`src/rtl/mem_bus_pkg.sv`:
```
// mem_bus_pkg: shared defaults, FSM state type and sizing helper for the memory-port arbiter
package mem_bus_pkg;

    localparam int DEF_ADDR_W = 32;
    localparam int DEF_DATA_W = 32;

    typedef enum logic [1:0] {
        IDLE,
        ISSUE,
        WAIT
    } arb_state_t;

    function automatic int clog2_min1(input int n);
        return (n <= 1) ? 1 : $clog2(n);
    endfunction

endpackage

```
`src/rtl/rr_arbiter.sv`:
```
// rr_arbiter: combinational round-robin pick of the first pending port after the last grant
module rr_arbiter
    import mem_bus_pkg::*;
#(
    parameter  int N  = 2,
    localparam int GW = clog2_min1(N)
) (
    input  logic [N-1:0]  i_pending,
    input  logic [GW-1:0] i_last,
    output logic [GW-1:0] o_idx,
    output logic          o_any
);

    logic [GW-1:0] w_idx;

    // scan farthest-to-nearest so the nearest pending port after i_last is written last and wins
    always_comb begin
        o_idx = '0;
        o_any = 1'b0;
        w_idx = '0;
        for (int k = N; k >= 1; k--) begin
            w_idx = GW'((int'(i_last) + k) % N);
            if (i_pending[w_idx]) begin
                o_idx = w_idx;
                o_any = 1'b1;
            end
        end
    end

endmodule

```
`src/rtl/mem_port_arbiter.sv`:
```
// mem_port_arbiter: buffers one request per port, grants round-robin, runs one memory transaction at a time with timeout
module mem_port_arbiter
    import mem_bus_pkg::*;
#(
    parameter  int          N_PORTS        = 2,
    parameter  int          ADDR_W         = DEF_ADDR_W,
    parameter  int          DATA_W         = DEF_DATA_W,
    parameter  int          TIMEOUT_CYCLES = 255,
    parameter  logic [31:0] TIMEOUT_DATA   = 32'hDEAD_BEEF,
    localparam int          MASK_W         = DATA_W / 8,
    localparam int          GW             = clog2_min1(N_PORTS)
) (
    input  logic                        clk,
    input  logic                        rst,
    input  logic [N_PORTS-1:0]          req_begin,
    input  logic [N_PORTS*ADDR_W-1:0]   req_address,
    input  logic [N_PORTS*DATA_W-1:0]   req_data_out,
    input  logic [N_PORTS-1:0]          req_write_enable,
    input  logic [N_PORTS*MASK_W-1:0]   req_write_mask,
    output logic [N_PORTS-1:0]          req_end,
    output logic [DATA_W-1:0]           req_data_in,
    output logic                        mem_begin,
    output logic [ADDR_W-1:0]           mem_address,
    output logic [DATA_W-1:0]           mem_data_out,
    output logic                        mem_write_enable,
    output logic [MASK_W-1:0]           mem_write_mask,
    input  logic                        mem_end,
    input  logic [DATA_W-1:0]           mem_data_in,
    output logic                        busy,
    output logic [GW-1:0]               grant,
    output logic [N_PORTS-1:0]          overrun,
    output logic                        timeout_err
);

    localparam int CNT_W = clog2_min1(TIMEOUT_CYCLES + 1);

    arb_state_t          r_state, w_next;
    logic [N_PORTS-1:0]  r_pending, r_overrun, r_req_end, r_buf_we;
    logic [N_PORTS-1:0]  w_clr, w_free, w_cap;
    logic [ADDR_W-1:0]   r_buf_addr [N_PORTS];
    logic [DATA_W-1:0]   r_buf_data [N_PORTS];
    logic [MASK_W-1:0]   r_buf_mask [N_PORTS];
    logic [GW-1:0]       r_grant, w_pick;
    logic                w_any, w_mem_done, w_timeout, w_done;
    logic [CNT_W-1:0]    r_cnt;
    logic [DATA_W-1:0]   r_req_data_in, r_mem_data_out;
    logic [ADDR_W-1:0]   r_mem_address;
    logic [MASK_W-1:0]   r_mem_mask;
    logic                r_mem_begin, r_mem_we, r_busy, r_timeout_err;

    rr_arbiter #(.N(N_PORTS)) u_rr (
        .i_pending (r_pending),
        .i_last    (r_grant),
        .o_idx     (w_pick),
        .o_any     (w_any)
    );

    assign w_clr  = w_done ? (N_PORTS'(1) << r_grant) : '0;
    assign w_free = ~r_pending | w_clr;
    assign w_cap  = req_begin & w_free;

    // latch new requests; a port completing on this edge can be refilled on the same edge
    always_ff @(posedge clk) begin
        if (rst) begin
            r_pending <= '0;
            r_overrun <= '0;
            r_buf_we  <= '0;
            for (int i = 0; i < N_PORTS; i++) begin
                r_buf_addr[i] <= '0;
                r_buf_data[i] <= '0;
                r_buf_mask[i] <= '0;
            end
        end else begin
            r_pending <= (r_pending & ~w_clr) | w_cap;
            r_overrun <= r_overrun | (req_begin & ~w_free);
            for (int i = 0; i < N_PORTS; i++) begin
                if (w_cap[i]) begin
                    r_buf_addr[i] <= req_address[i*ADDR_W +: ADDR_W];
                    r_buf_data[i] <= req_data_out[i*DATA_W +: DATA_W];
                    r_buf_mask[i] <= req_write_mask[i*MASK_W +: MASK_W];
                    r_buf_we[i]   <= req_write_enable[i];
                end
            end
        end
    end

    // FSM state register
    always_ff @(posedge clk) begin
        r_state <= rst ? IDLE : w_next;
    end

    // next state: mem_end counts in ISSUE (zero-wait memory) and WAIT, never in IDLE
    always_comb begin
        w_mem_done = (r_state != IDLE) && mem_end;
        w_timeout  = (TIMEOUT_CYCLES != 0) && (r_state == WAIT) && !mem_end
                     && (r_cnt == CNT_W'(TIMEOUT_CYCLES - 1));
        w_done     = w_mem_done || w_timeout;
        w_next     = (r_state == IDLE) ? (w_any ? ISSUE : IDLE) : (w_done ? IDLE : WAIT);
    end

    // registered outputs: downstream fields load only on a new grant and hold until the next one
    always_ff @(posedge clk) begin
        if (rst) begin
            r_grant       <= GW'(N_PORTS - 1);
            r_mem_begin   <= 1'b0;
            r_mem_address <= '0;
            r_mem_data_out<= '0;
            r_mem_we      <= 1'b0;
            r_mem_mask    <= '0;
            r_req_end     <= '0;
            r_req_data_in <= '0;
            r_busy        <= 1'b0;
            r_timeout_err <= 1'b0;
            r_cnt         <= '0;
        end else begin
            r_mem_begin <= (w_next == ISSUE);
            r_busy      <= (w_next != IDLE);
            r_req_end   <= w_clr;
            r_cnt       <= (r_state == WAIT) ? r_cnt + 1'b1 : '0;
            if (w_timeout) r_timeout_err <= 1'b1;
            if (w_done) r_req_data_in <= w_timeout ? DATA_W'(TIMEOUT_DATA) : mem_data_in;
            if (r_state == IDLE && w_any) begin
                r_grant        <= w_pick;
                r_mem_address  <= r_buf_addr[w_pick];
                r_mem_data_out <= r_buf_data[w_pick];
                r_mem_mask     <= r_buf_mask[w_pick];
                r_mem_we       <= r_buf_we[w_pick];
            end
        end
    end

    assign req_end          = r_req_end;
    assign req_data_in      = r_req_data_in;
    assign mem_begin        = r_mem_begin;
    assign mem_address      = r_mem_address;
    assign mem_data_out     = r_mem_data_out;
    assign mem_write_enable = r_mem_we;
    assign mem_write_mask   = r_mem_mask;
    assign busy             = r_busy;
    assign grant            = r_grant;
    assign overrun          = r_overrun;
    assign timeout_err      = r_timeout_err;

endmodule

```
`config.mk`:
```
export PLATFORM = sky130hd
export DESIGN_NAME = mem_port_arbiter
export DESIGN_NICKNAME = d
export VERILOG_FILES = /design/src/rtl/mem_bus_pkg.sv /design/src/rtl/rr_arbiter.sv /design/src/rtl/mem_port_arbiter.sv
export SDC_FILE = /design/constraint.sdc
export NUM_CORES = 1
export LEC_CHECK = 0
export ABC_AREA = 1
export BUFFER_PORTS_ARGS = -buffer_cell sky130_fd_sc_hd__buf_2
export CAP_MARGIN = 40
export CORE_ASPECT_RATIO = 0.6
export CORE_MARGIN = 1
export CORE_UTILIZATION = 52
export DETAILED_ROUTE_END_ITERATION = 12
export GPL_TIMING_DRIVEN = 0
export PLACE_DENSITY = 0.86
export SYNTH_ARGS = -nofsm -noshare
export SYNTH_HDL_FRONTEND = slang
export SYNTH_SLANG_ARGS = --single-unit
```
`constraint.sdc`:
```
create_clock -name clk -period 4.7 [get_ports clk]
set_input_delay 0.94 -clock clk [delete_from_list [all_inputs] [get_ports clk]]
set_output_delay 0.94 -clock clk [all_outputs]
set_load 0.05 [all_outputs]
```
# Word level (Yosys, flattened, before mapping)
# Memory sizes are Yosys's and may differ from the RTL's. A register that Yosys moved wholly into a read port is not among the register bits.
# Cells that the tools add are included.
classes:
  addsub: 3
  magnitude_cmp: 3
  eq_ne: 3
  shift: 1
  n_mux: 29
  bitwise: 16
  reduce_logical: 10
op_table:
  columns: ["cell", "n"]
  rows:
  - ["two-way mux 32 bit", 5]
  - ["two-way mux 1 bit", 19]
  - ["adder 8 x 1 -> 8 bit, second input constant", 1]
  - ["== test 8 bit, second input constant", 1]
  - ["two-way mux 4 bit", 2]
  - ["bitwise AND 2 bit", 3]
  - ["less-than comparator 1 x 2 -> 1 bit, second input constant", 3]
  - ["two-way mux 2 bit", 3]
  - ["inverter 2 bit", 3]
  - ["bitwise OR 1 bit", 6]
  - ["bitwise OR 2 bit", 3]
  - ["logical AND 1 bit", 4]
  - ["nonzero test 2 bit", 2]
  - ["adder 1 bit, second input constant", 2]
  - ["== test 2 x 1 -> 1 bit, second input constant", 1]
  - ["== test 2 bit, second input constant", 1]
  - ["zero test 2 bit", 1]
  - ["OR reduction 2 bit", 1]
  - ["<< shifter 1 x 1 -> 2 bit, first input constant", 1]
  - ["zero test 1 bit", 1]
  - ["logical OR 1 bit", 1]
  - ["inverter 1 bit", 1]
word_totals:
  reg_bits: 55
  ram_bits: 136
  in_bits: 175
  wordCells: 81
  n_memories: 3
mem_list:
  columns: ["memory", "depth", "word_bits", "rd", "rd_clocked_by_memory_dff", "wr", "line", "source"]
  rows:
  - ["r_buf_addr", 2, 32, 1, 1, 2, "mem_port_arbiter.sv:40", "logic [ADDR_W-1:0] r_buf_addr [N_PORTS];"]
  - ["r_buf_data", 2, 32, 1, 1, 2, "mem_port_arbiter.sv:41", "logic [DATA_W-1:0] r_buf_data [N_PORTS];"]
  - ["r_buf_mask", 2, 4, 1, 1, 2, "mem_port_arbiter.sv:42", "logic [MASK_W-1:0] r_buf_mask [N_PORTS];"]

# Longest topological paths before layout
depth:
  ltp_word: 11
  depth_mapped: 13
  depth_no_buf: 11

# Cells and area by module
# A second synthesis with hierarchy kept.
unflattened:
  cells_unflattened: 1079
  area_unflattened_um2: 10442.5
by_module_without_submodules:
  columns: ["module", "instances", "cells_per_inst", "area_per_inst_um2", "seq_area_each_um2"]
  rows:
  - ["mem_port_arbiter", 1, 1076, 10427.5, 6526.3]
  - ["rr_arbiter", 1, 3, 15.0, 0.0]

# Worst setup path before layout
# No wires, ideal clock.
synth_timing:
  path_kind: "input port to flip-flop"
  startpoint: "in mem_end"
  endpoint: "mem r_buf_addr[1][0] (netlist name), enable pin"
  setup_time_ns: 0.428
  arrival_time_ns: 3.413
  t_required_ns: 4.272
  setup_slack_ns: 0.859
  stages: 11
  n_path_buf: 2
  path_cell_list: "inv_1 nand2_1 nor2_2 nand3_4 nand2_4 nand2_2 nand2_2 nand3_2 buf_2 buf_2 nand2_1"
synth_rtl:
  columns: ["element", "line", "source"]
  rows:
  - ["start, declared", "mem_port_arbiter.sv:27", "input logic mem_end,"]
  - ["end, declared", "mem_port_arbiter.sv:40", null]

==> metrics.cfg <==
[outcome]
status=completed

[timing]
maxSlewViolCount=0
finalSetupViolations=0
worst_pin_slew_ns=0.7287
fin_crit_sh_pct=66.20
rsz0062_at_grt=false
hold_ws_ns=0.4476
relSlewSlack_pct=51.42
skew_ns=0.01977
fin_crit_ns=3.111
layout_setup_ws_ns=1.589
clock.fmax_mhz=321.4
hold_viol=0

[global_route]
grt_first_pass_wirelength_mm=45.10
grt_max_degree=42
met2_usage_pct=46.19
track_usage_pct=28.38
top_usage_layer=met2
antenna_found_initial=1
grt_pass1_vias=8623
grt_overflow=0
grt.met1_usage_pct=38.02
grtUsageMet3_pct=5.743

[yosys]
synth_top_flop_cell=edfxtp_1
async_flop_share_pct=0
synth_seq_area_share_pct=62.40
yosysWarnings=0
synth_top_area_share_pct=38.93
yosysMostFrequentCell=nand2_1
synthTopCellsByCount=nand2_1 (220), inv_1 (154), edfxtp_1 (136)
ys_top_cells_by_area=edfxtp_1 (39%), dfxtp_1 (23%), nand2_1 (7.9%)
syn_nets=1252
syn_avg_cell_area_um2=9.758
synth_area_um2=10490
synth.largest_area_cell=edfxtp_1
yosysUniqueCellTypes=32
synth-seq-cells=259
synth_edf_count=136
synthCells=1075

[layout]
nets=1562
postLayoutCoreUtil_pct=67.22
drive_gt1_share_pct=28.01
layout.cells.non_filler=1670
syn_to_final_growth_pct=24.14

[placement]
portBuffers=282
hpwl_mm=21.40
place_ws_ns=1.077
place_inst=1625
place_congestion=0.8484

[floorplan]
coreArea_um2=19370
die_height_um=112.0
dieArea_um2=20760
ios=284
num_rows=39
start_util_pct=54.15
die-width_um=185.4

[critical_path]
crit_top_cell=clkbuf_1
cp.arrival_ns=3.35
cp_top_family=buffers and inverters
r2r-start=r_cnt[0]
ff2ff_setup_slack_ns=1.97
ff2ff_path_depth=13
path_buf_inv=5
start_kind=primary input
r2r_end=r_buf_addr[1][5]
crit_path_max_incr_delay_ns=0.60
cp.required_ns=4.94
path_cells=clkbuf_1 > inv_1 > clkbuf_1 > clkbuf_1 > nand2_4 > buf_12
cp_slowest_cell=clkbuf_1
crit_path_end_kind=flip-flop
criticalPathCategory=primary input to flip-flop
path_max_fanout=41

[worst_hold_path]
hold-path-cell-count=2
worstHoldStart=overrun[1]
worstHoldPathType=flip-flop to flip-flop
min_to=overrun[1]

[routing]
drt-pass1-iter-count=5
antenna_left=0
wl_per_cell_um=17.74
dr.first_iter.drc_count=649
wirelength_mm=29.62
via_per_inst=5.351
drc=0
num_vias=8937

[cts]
cts_tree=done
clock_path_buffers=3
clock_latency_ns=0.51
post_cts_buffers=0
ctsHtreeMaxLevel=1
cts_buffers=24
root_buffer=clkbuf_16
cts.sinks=259
ctsHoldBuffers=0
cts.clk_slew.worst_paths_ns=0.06
cts_resized=0

[power]
leakage_uw=0.005863
p_per_area_nw_per_um2=433.6
peakVddDrop_mv=0.2701
design_power_total_uw=5647

[job]
max-cap-violations=0

[tightest hold or removal path, stage by stage (launching register included)]
cell and delay [ns]:
dfxtp_1 0.31, inv_1 0.04, a21oi_1 0.05
[flip-flops by register name (all words and copies together), names as in the netlist, 4 cells and up]
signal / count
r_buf_addr: 64
r_buf_data: 64
mem_address: 32
mem_data_out: 32
req_data_in: 32
r_buf_mask: 8
r_cnt: 8
mem_write_mask: 4
[metrics by stage]
stage,area [um2],TNS [ns]
after floorplan,10490,0
after global placement,12230,-78.04
after detailed placement,12290,0
after CTS,13020,0
after global routing,13020,0
final,13020,0
[routing by layer]
metal,share of wire [%],up-vias,routed length [um]
met5,0,-,0
met3,11,68,3181
met4,3.1,0,915
met1,41,4108,12190
li1,-,4223,-
met2,45,538,13340
[layout make-up]
cell class                      count  area (um2)
Clock inverter                      5       22.52
Sequential cell                   259        6546
Multi-Input combinational cell    580        2967
Fill cell                        1510        6350
Clock buffer                       39       708.2
Antenna cell                        1       2.502
Buffer                             79       402.9
Tap cell                          266       332.8
Inverter                          157       589.3
Timing Repair Buffer              284        1451
[kinds of logic (layout without fill, tap and decap cells)]
group | count (synthesis) | after routing | synth area share (%)
compound gates | 321 | 321 | 17.89
xor+xnor | 1 | 1 | 0.08351
buf+inv | 236 | 564 | 9.458
flops | 259 | 259 | 62.40
fa+ha+maj | 2 | 2 | 0.2385
simple gates | 256 | 256 | 9.924
other cells | 0 | 1 | 0
[power breakdown]
group	internal [uW]	switching (uW)	leakage, uW
sequential	2620	97.8	0.00245
combinational	279	824	0.00305
clock	1030	799	0.000358
[how the worst max path moves through the flow]
stage	start	endpoint	slack [ns]	cells past startpoint
after CTS	rst	r_buf_addr[0][28]	1.63	6
after global routing	rst	r_buf_data[0][6]	1.50	6
after floorplan	mem_end	r_buf_addr[1][0]	0.86	11
final	rst	r_buf_addr[0][28]	1.59	6
after global placement	rst	r_buf_addr[0][25]	-0.63	5
after detailed placement	rst	r_buf_addr[0][28]	1.08	6
[cell usage in the layout (no fill, tap or decap), types with 2 or more instances in the layout]
| master | netlist | routed |
|---|---|---|
| nand2_4 | 3 | 5 |
| a21oi_2 | 40 | 40 |
| nand2_1 | 220 | 218 |
| nand3_1 | 2 | 2 |
| a31oi_1 | 94 | 94 |
| a21oi_1 | 113 | 113 |
| buf_12 | 4 | 6 |
| clkbuf_1 | 52 | 63 |
| clkbuf_8 | 0 | 3 |
| nand3_2 | 2 | 2 |
| inv_2 | 2 | 2 |
| inv_1 | 154 | 154 |
| nand2_2 | 2 | 2 |
| dfxtp_1 | 123 | 123 |
| clkbuf_16 | 0 | 25 |
| buf_2 | 18 | 300 |
| clkinv_2 | 0 | 3 |
| o21ai_0 | 73 | 73 |
| clkinv_1 | 1 | 3 |
| buf_1 | 3 | 3 |
| ha_1 | 2 | 2 |
| edfxtp_1 | 136 | 136 |
| nor2_1 | 19 | 19 |
Power figures use the tool's default switching activity.
